`src/rtl/alu_stage.sv`:
```
// ALU stage of the 8-bit bus computer.
// Single-cycle ops plus an iterative shift-add MUL.
module alu_stage #(
  parameter int WIDTH = 8
) (
  input  logic             clk,
  input  logic             rst,
  input  logic [WIDTH-1:0] a_value,
  input  logic [WIDTH-1:0] b_value,
  input  logic [2:0]       op,
  input  logic             start,
  input  logic             n_out,
  output logic [WIDTH-1:0] bus_out,
  output logic             bus_drive,
  output logic             busy,
  output logic             done,
  output logic             carry_flag,
  output logic             zero_flag
);

  localparam int CW = (WIDTH > 1) ? $clog2(WIDTH) : 1;
  localparam logic [CW-1:0] LAST = CW'(WIDTH - 1);

  typedef enum logic [1:0] {
    S_IDLE,
    S_EXEC,
    S_MUL
  } state_e;

  state_e             state_q, state_d;
  logic [WIDTH-1:0]   a_q, a_d;
  logic [WIDTH-1:0]   b_q, b_d;
  logic [2:0]         op_q, op_d;
  logic [2*WIDTH-1:0] mcand_q, mcand_d;
  logic [WIDTH-1:0]   mplier_q, mplier_d;
  logic [2*WIDTH-1:0] prod_q, prod_d;
  logic [CW-1:0]      cnt_q, cnt_d;
  logic [WIDTH-1:0]   result_q, result_d;
  logic               carry_q, carry_d;
  logic               zero_q, zero_d;
  logic               done_q, done_d;

  logic [WIDTH:0]     add_w;
  logic [WIDTH:0]     sub_w;
  logic [WIDTH-1:0]   alu_r;
  logic               alu_c;

  // State and datapath registers with synchronous reset
  always_ff @(posedge clk) begin
    if (rst) begin
      state_q  <= S_IDLE;
      a_q      <= '0;
      b_q      <= '0;
      op_q     <= '0;
      mcand_q  <= '0;
      mplier_q <= '0;
      prod_q   <= '0;
      cnt_q    <= '0;
      result_q <= '0;
      carry_q  <= 1'b0;
      zero_q   <= 1'b0;
      done_q   <= 1'b0;
    end else begin
      state_q  <= state_d;
      a_q      <= a_d;
      b_q      <= b_d;
      op_q     <= op_d;
      mcand_q  <= mcand_d;
      mplier_q <= mplier_d;
      prod_q   <= prod_d;
      cnt_q    <= cnt_d;
      result_q <= result_d;
      carry_q  <= carry_d;
      zero_q   <= zero_d;
      done_q   <= done_d;
    end
  end

  // Next-state: MUL iterates WIDTH cycles, all else one
  always_comb begin
    state_d = state_q;
    unique case (state_q)
      S_IDLE: begin
        if (start) begin
          state_d = (op == 3'b111) ? S_MUL : S_EXEC;
        end
      end
      S_EXEC: state_d = S_IDLE;
      S_MUL: begin
        if (cnt_q == LAST) begin
          state_d = S_IDLE;
        end
      end
      default: state_d = S_IDLE;
    endcase
  end

  // Single-cycle operation results from latched operands
  always_comb begin
    add_w = {1'b0, a_q} + {1'b0, b_q};
    sub_w = {1'b0, a_q} + {1'b0, ~b_q} + (WIDTH + 1)'(1);
    alu_r = '0;
    alu_c = 1'b0;
    unique case (op_q)
      3'b000: begin
        alu_r = add_w[WIDTH-1:0];
        alu_c = add_w[WIDTH];
      end
      3'b001: begin
        alu_r = sub_w[WIDTH-1:0];
        alu_c = sub_w[WIDTH];
      end
      3'b010: alu_r = a_q & b_q;
      3'b011: alu_r = a_q | b_q;
      3'b100: alu_r = a_q ^ b_q;
      3'b101: begin
        alu_r = {a_q[WIDTH-2:0], 1'b0};
        alu_c = a_q[WIDTH-1];
      end
      3'b110: begin
        alu_r = {1'b0, a_q[WIDTH-1:1]};
        alu_c = a_q[0];
      end
      3'b111: begin
        alu_r = '0;
        alu_c = 1'b0;
      end
    endcase
  end

  // Operand capture, shift-add steps and result write
  always_comb begin
    a_d      = a_q;
    b_d      = b_q;
    op_d     = op_q;
    mcand_d  = mcand_q;
    mplier_d = mplier_q;
    prod_d   = prod_q;
    cnt_d    = cnt_q;
    result_d = result_q;
    carry_d  = carry_q;
    zero_d   = zero_q;
    done_d   = 1'b0;
    unique case (state_q)
      S_IDLE: begin
        if (start) begin
          a_d      = a_value;
          b_d      = b_value;
          op_d     = op;
          mcand_d  = {{WIDTH{1'b0}}, a_value};
          mplier_d = b_value;
          prod_d   = '0;
          cnt_d    = '0;
        end
      end
      S_EXEC: begin
        result_d = alu_r;
        carry_d  = alu_c;
        zero_d   = (alu_r == '0);
        done_d   = 1'b1;
      end
      S_MUL: begin
        prod_d   = prod_q + (mplier_q[0] ? mcand_q : '0);
        mcand_d  = mcand_q << 1;
        mplier_d = mplier_q >> 1;
        cnt_d    = cnt_q + CW'(1);
        if (cnt_q == LAST) begin
          result_d = prod_d[WIDTH-1:0];
          carry_d  = |prod_d[2*WIDTH-1:WIDTH];
          zero_d   = (prod_d[WIDTH-1:0] == '0);
          done_d   = 1'b1;
        end
      end
      default: ;
    endcase
  end

  // Status and bus outputs
  always_comb begin
    busy       = (state_q != S_IDLE);
    done       = done_q;
    carry_flag = carry_q;
    zero_flag  = zero_q;
    bus_out    = n_out ? '0 : result_q;
    bus_drive  = ~n_out;
  end

endmodule

```
`config.mk`:
```
export PLATFORM = sky130hd
export DESIGN_NAME = alu_stage
export DESIGN_NICKNAME = d
export VERILOG_FILES = /design/src/rtl/alu_stage.sv
export SDC_FILE = /design/constraint.sdc
export NUM_CORES = 1
export LEC_CHECK = 0
export BUFFER_PORTS_ARGS = -buffer_cell sky130_fd_sc_hd__buf_2
export CAP_MARGIN = 20
export CELL_PAD_IN_SITES_DETAIL_PLACEMENT = 1
export CELL_PAD_IN_SITES_GLOBAL_PLACEMENT = 2
export CORE_MARGIN = 2
export CORE_UTILIZATION = 37
export DETAILED_ROUTE_END_ITERATION = 10
export PLACE_DENSITY = 0.9
export REMOVE_ABC_BUFFERS = 1
export SYNTH_ARGS = -nofsm -noshare
export SYNTH_HDL_FRONTEND = slang
export SYNTH_SLANG_ARGS = --single-unit
```
`constraint.sdc`:
```
create_clock -name clk -period 3.4 [get_ports clk]
set_input_delay 0.68 -clock clk [delete_from_list [all_inputs] [get_ports clk]]
set_output_delay 0.68 -clock clk [all_outputs]
set_load 0.1 [all_outputs]
```
After elaboration in Yosys (flattened, before gate mapping). Index checks and enable logic that the tools add are counted.

Bitwise logic cells: 5. $add $sub $neg: 5. Equal/unequal tests: 13. Mux-type cells: 24. Reductions and logical operators: 12.

Operators by type and width (number): case mux 16 bit (2 select lines) (2); case mux 8 bit (8 select lines) (1); 2-to-1 mux 16 bit (3); case mux 8 bit (2 select lines) (2); 2-to-1 mux 8 bit (3); adder 8 x 8 -> 9 bit (2); equality test 3 bit, second input constant (6); adder 16 bit (1); zero test 8 bit (2); adder 9 x 1 -> 9 bit, second input constant (1); bitwise AND 8 bit (1); inverter 8 bit (1); bitwise OR 8 bit (1); AND reduction 2 bit (4); OR reduction 8 bit (1); XOR 8 bit (1); equality test 3 x 2 -> 1 bit, second input constant (2); 2-to-1 mux 2 bit (3); case mux 1 bit (2 select lines) (3); case mux 3 bit (2 select lines) (1); nonzero test 2 bit (3); != test 2 bit, second input constant (2); case mux 1 bit (4 select lines) (1); case mux 2 bit (2 select lines) (1); 9 further kinds (11).

Word-level logic and storage cells: 71. Flip-flop bits (word level): 75. Input bits: 23.

Logic depth before layout (Yosys ltp).
Word-level depth: 6. Mapped depth: 11. Gate-level depth less buffers: 11.

Worst setup path after synthesis. OpenSTA, ideal clock, no wires.

Path kind: input to output. Start: in n_out. End: out bus_out[0]. Stages on the path: 1. Data required time: 2.720 ns. Arrival time: 2.015 ns. Setup slack: 0.705 ns. Path through: nor2b_1.

Word-level cells in the longest chain between the ends: 1.

RTL lines: start: declaration (RTL line 12) `input logic n_out,`; 2-to-1 mux 8 bit (RTL line 184) `bus_out = n_out ? '0 : result_q;`; end: declaration (RTL line 13) `output logic [WIDTH-1:0] bus_out,`.

No other way between the ends.

Final worst setup path.
Start: reg mplier_q[0]. End: reg carry_q (netlist: carry_flag).

Word-level cells in the longest chain between the ends: 5.

RTL lines: start: declaration (RTL line 35) `logic [WIDTH-1:0] mplier_q, mplier_d;`; start signal: assignment (RTL line 69) `mplier_q <= mplier_d;`; 2-to-1 mux 16 bit (RTL line 163) `prod_d = prod_q + (mplier_q[0] ? mcand_q : '0);`; adder 16 bit (RTL line 163); OR reduction 8 bit (RTL line 169) `carry_d = |prod_d[2*WIDTH-1:WIDTH];`; 2-to-1 mux 1 bit (RTL line 167) `if (cnt_q == LAST) begin`; case mux 1 bit (2 select lines) (RTL line 144) `unique case (state_q)`; end signal: assignment (RTL line 73) `carry_q <= carry_d;`; end: declaration (RTL line 39) `logic carry_q, carry_d;`.

No other way between the ends. The select of a mux whose other input is x is not followed. A chain may end at the register's enable or synchronous reset.

==> key figures <==
Outcome
  – Outcome: completed

STA
  – Hold slack final: 0.451 ns
  – Achievable Freq: 0.352 GHz
  – Unrepaired setup endpoints after global routing: no
  – Skew final: 0.00685 ns
  – Fin crit period: 2.84 ns
  – Total negative slack: 0 ns
  – Worst slew pin tran: 0.842 ns
  – Final setup fails: 0
  – Crit share post-route: 83.6%
  – Hold Fails Final Rpt: 0
  – Fin. max-slew vios: 0
  – Slew margin rel.: 43.9%

Global route
  – Largest net degree at the start of global routing: 61
  – GRT Resource Usage Total: 20.8%
  – Final global-route overflow total: 0
  – Initial antenna violation count: 0
  – First-pass GRT wire length: 23.9 mm
  – Number of global-route vias before repair: 4,777

Synthesis
  – Synth Instances: 629
  – Synthesis Warnings: 0
  – Synthesized area: 0.00503 mm²
  – Share of the yosys chip area belonging to registers: 29.9%
  – Syn_area_per_cell: 8.00 µm²
  – Post-synth cell types: 67
  – Yosys reg bits: 75
  – FFs w/ async S/R, synth: 0%
  – Top_reg_cell synth: dfxtp_1
  – Post-synth EDFFs: 0

Worst setup path
  – Nature of the critical path endpoint: flip-flop
  – Reg-to-reg startpoint: mplier_q[0]
  – Worst setup path startpoint: mplier_q[0]
  – Req. time, crit path: 3.62 ns
  – Startpoint Class: flip-flop
  – Worst-path fanout max: 17
  – CP Class: reg2reg
  – Critical path arrival: 3.06 ns
  – Worst-case reg-to-reg path depth: 11

Clock network
  – H-tree depth: 3
  – CTS sink count: 75
  – Post-CTS setup buffer count: 0
  – CTS tree: done
  – Number of buffers created by CTS: 9
  – Skew-Pair Late Insertion Delay: 0.35 ns
  – Root Driver: clkbuf_16
  – Hold_buf cts: 0
  – Max clock buf depth: 2
  – Cts repair resizes: 0
  – Reg clk slew, reported paths: 0.06 ns

Floorplanning
  – Starting density of the core: 38.0%
  – Full die area: 0.0145 mm²
  – Core area: 0.0132 mm²
  – Rows: 42
  – Die W: 121 µm
  – Die height: 121 µm
  – I/O pin cnt: 36

Pwr
  – Pwr per Cell Area: 435 mW/mm²
  – VDD IR max: 228 µV
  – Internal cell power: 1670 µW
  – Sequential share of power: 39.8%
  – Pwr Total: 2450 µW
  – Switching power: 785 µW
  – LEAKAGE: 0.00235 µW
  – Combinational power share: 20.0%
  – Switching Share: 32.0%
  – Clk pwr share: 40.2%

Drt
  – Final wirelength: 14.3 mm
  – Drt wl/cell: 17.3 µm
  – Via-per-instance ratio: 5.53
  – Vias: 4,571
  – Initial DRC count: 186
  – Post-DRT Antenna Nets: 0
  – First-pass detailed-route iteration total: 4
  – Post-route DRC: 0

Placed design
  – Detailed placement HPWL: 11.0 mm
  – Placer Congestion: 0.849
  – # port buffers: 35

Cells and area
  – Nets: 716
  – Share of cells above drive strength 1: 11.4%
  – Area of the multi-input gates: 0.00327 mm²
  – Area growth syn-to-layout: 12.0%
  – Number of fill cells in the layout: 1,671
  – Antenna diodes: 0
  – Most frequent cells in the layout: nor2_1 (75), dfxtp_1 (75), nand2_1 (64), a21oi_1 (62), ha_1 (44)
  – FF+latch area: 0.00150 mm²

Job
  – Max cap viols: 0

Hold path
  – Hold_sp: result_q[1]
  – Hold path depth: 2
  – Worst hold path type: reg2reg
-- cell families (layout without fill, tap and decap cells) --
logic type | count (synthesis) | in the layout | share of synthesized area (%)
AO/OA/AOI/OAI | 180 | 180 | 24.2
flip-flops | 75 | 75 | 29.9
multiplexers | 24 | 24 | 5.02
XOR/XNOR | 16 | 16 | 2.94
adder cells (fa/ha/maj) | 47 | 47 | 12.1
AND/OR/NAND/NOR | 221 | 221 | 20.6
buffers and inverters | 66 | 88 | 5.22
-- state kept, by name (all words and copies together) (netlist names) --
register,cells
mcand_q,16
prod_q,16
a_q,8
b_q,8
mplier_q,8
result_q,8
cnt_q,3
op_q,3
state_q,2
carry_flag,1
done,1
zero_flag,1
-- synth_stat cells (4+ instances only) --
| cell type | number | area, µm² |
|---|---|---|
| buf_1 | 6 | 22.5 |
| a21oi_1 | 63 | 315 |
| buf_2 | 6 | 30.0 |
| xor2_1 | 7 | 61.3 |
| nand2b_1 | 8 | 50.1 |
| nand2_1 | 64 | 240 |
| o22ai_1 | 4 | 25.0 |
| a21o_1 | 8 | 60.1 |
| dfxtp_1 | 75 | 1500 |
| o21ai_0 | 10 | 50.1 |
| nor2b_1 | 15 | 93.8 |
| clkbuf_1 | 23 | 86.3 |
| and2_1 | 19 | 119 |
| a22oi_1 | 28 | 210 |
| nand3_1 | 7 | 35.0 |
| a211oi_1 | 18 | 135 |
| o21a_1 | 4 | 30.0 |
| nor2_1 | 75 | 282 |
| o211ai_1 | 4 | 30.0 |
| ha_1 | 44 | 551 |
| xnor2_1 | 8 | 70.1 |
| o21ai_1 | 9 | 45.0 |
| mux2i_1 | 23 | 230 |
| nor3_1 | 10 | 50.1 |
| inv_1 | 28 | 105 |
| and3_1 | 4 | 25.0 |
-- layout make-up --
type                       instances  share of cell area, %
multi-input combinational        488                   58.1
inverter                          29                   1.93
timing repair buffer              43                   4.18
sequential                        75                   26.6
clock inverter                     5                   1.11
clock buffer                      11                   4.13
tap                              176                   3.91
-- layer usage --
layer / share of wire (%) / track usage (%)
met1: 50 / 28.2
met2: 46 / 33.5
met3: 2.7 / 3.30
met4: 1.6 / 7.56
met5: 0 / 0
-- power by group through the flow --
stage	clock (µW)	sequential [µW]	combinational (µW)
2_1_floorplan	0	989	337
4_1_cts	1000	975	493
3_3_place_gp	0	991	476
5_1_grt	1030	983	547
6_report	984	975	491
3_5_place_dp	0	995	491
-- worst max-delay path, stage by stage (launching register included) --
cell and delay (ns):
dfxtp_1 0.42, and2_1 0.20, ha_1 0.22, fa_1 0.42, a21o_1 0.20, a221oi_2 0.33, o21ai_1 0.15, a21oi_1 0.18
a21oi_1 0.09, xor2_1 0.16, nor3_1 0.22, a31oi_1 0.10
-- stage by stage --
step / setup WS [ns] / util (%) / instances / area, µm²
2_1_floorplan: 0.498 / - / 592 / 4880
3_3_place_gp: 0.699 / 40.3 / 811 / 5340
3_5_place_dp: 0.578 / 40.3 / 811 / 5340
4_1_cts: 0.561 / 42.5 / 827 / 5630
5_1_grt: 0.361 / 42.5 / 827 / 5630
6_report: 0.559 / 42.5 / 827 / 5630
-- final timing paths --
kind / to / slack [ns]
max: carry_flag / 0.56
min reg2reg: result_q[1] / 0.45
min: result_q[1] / 0.45
max reg2reg: carry_flag / 0.56
(Power assumes the default switching activity.)
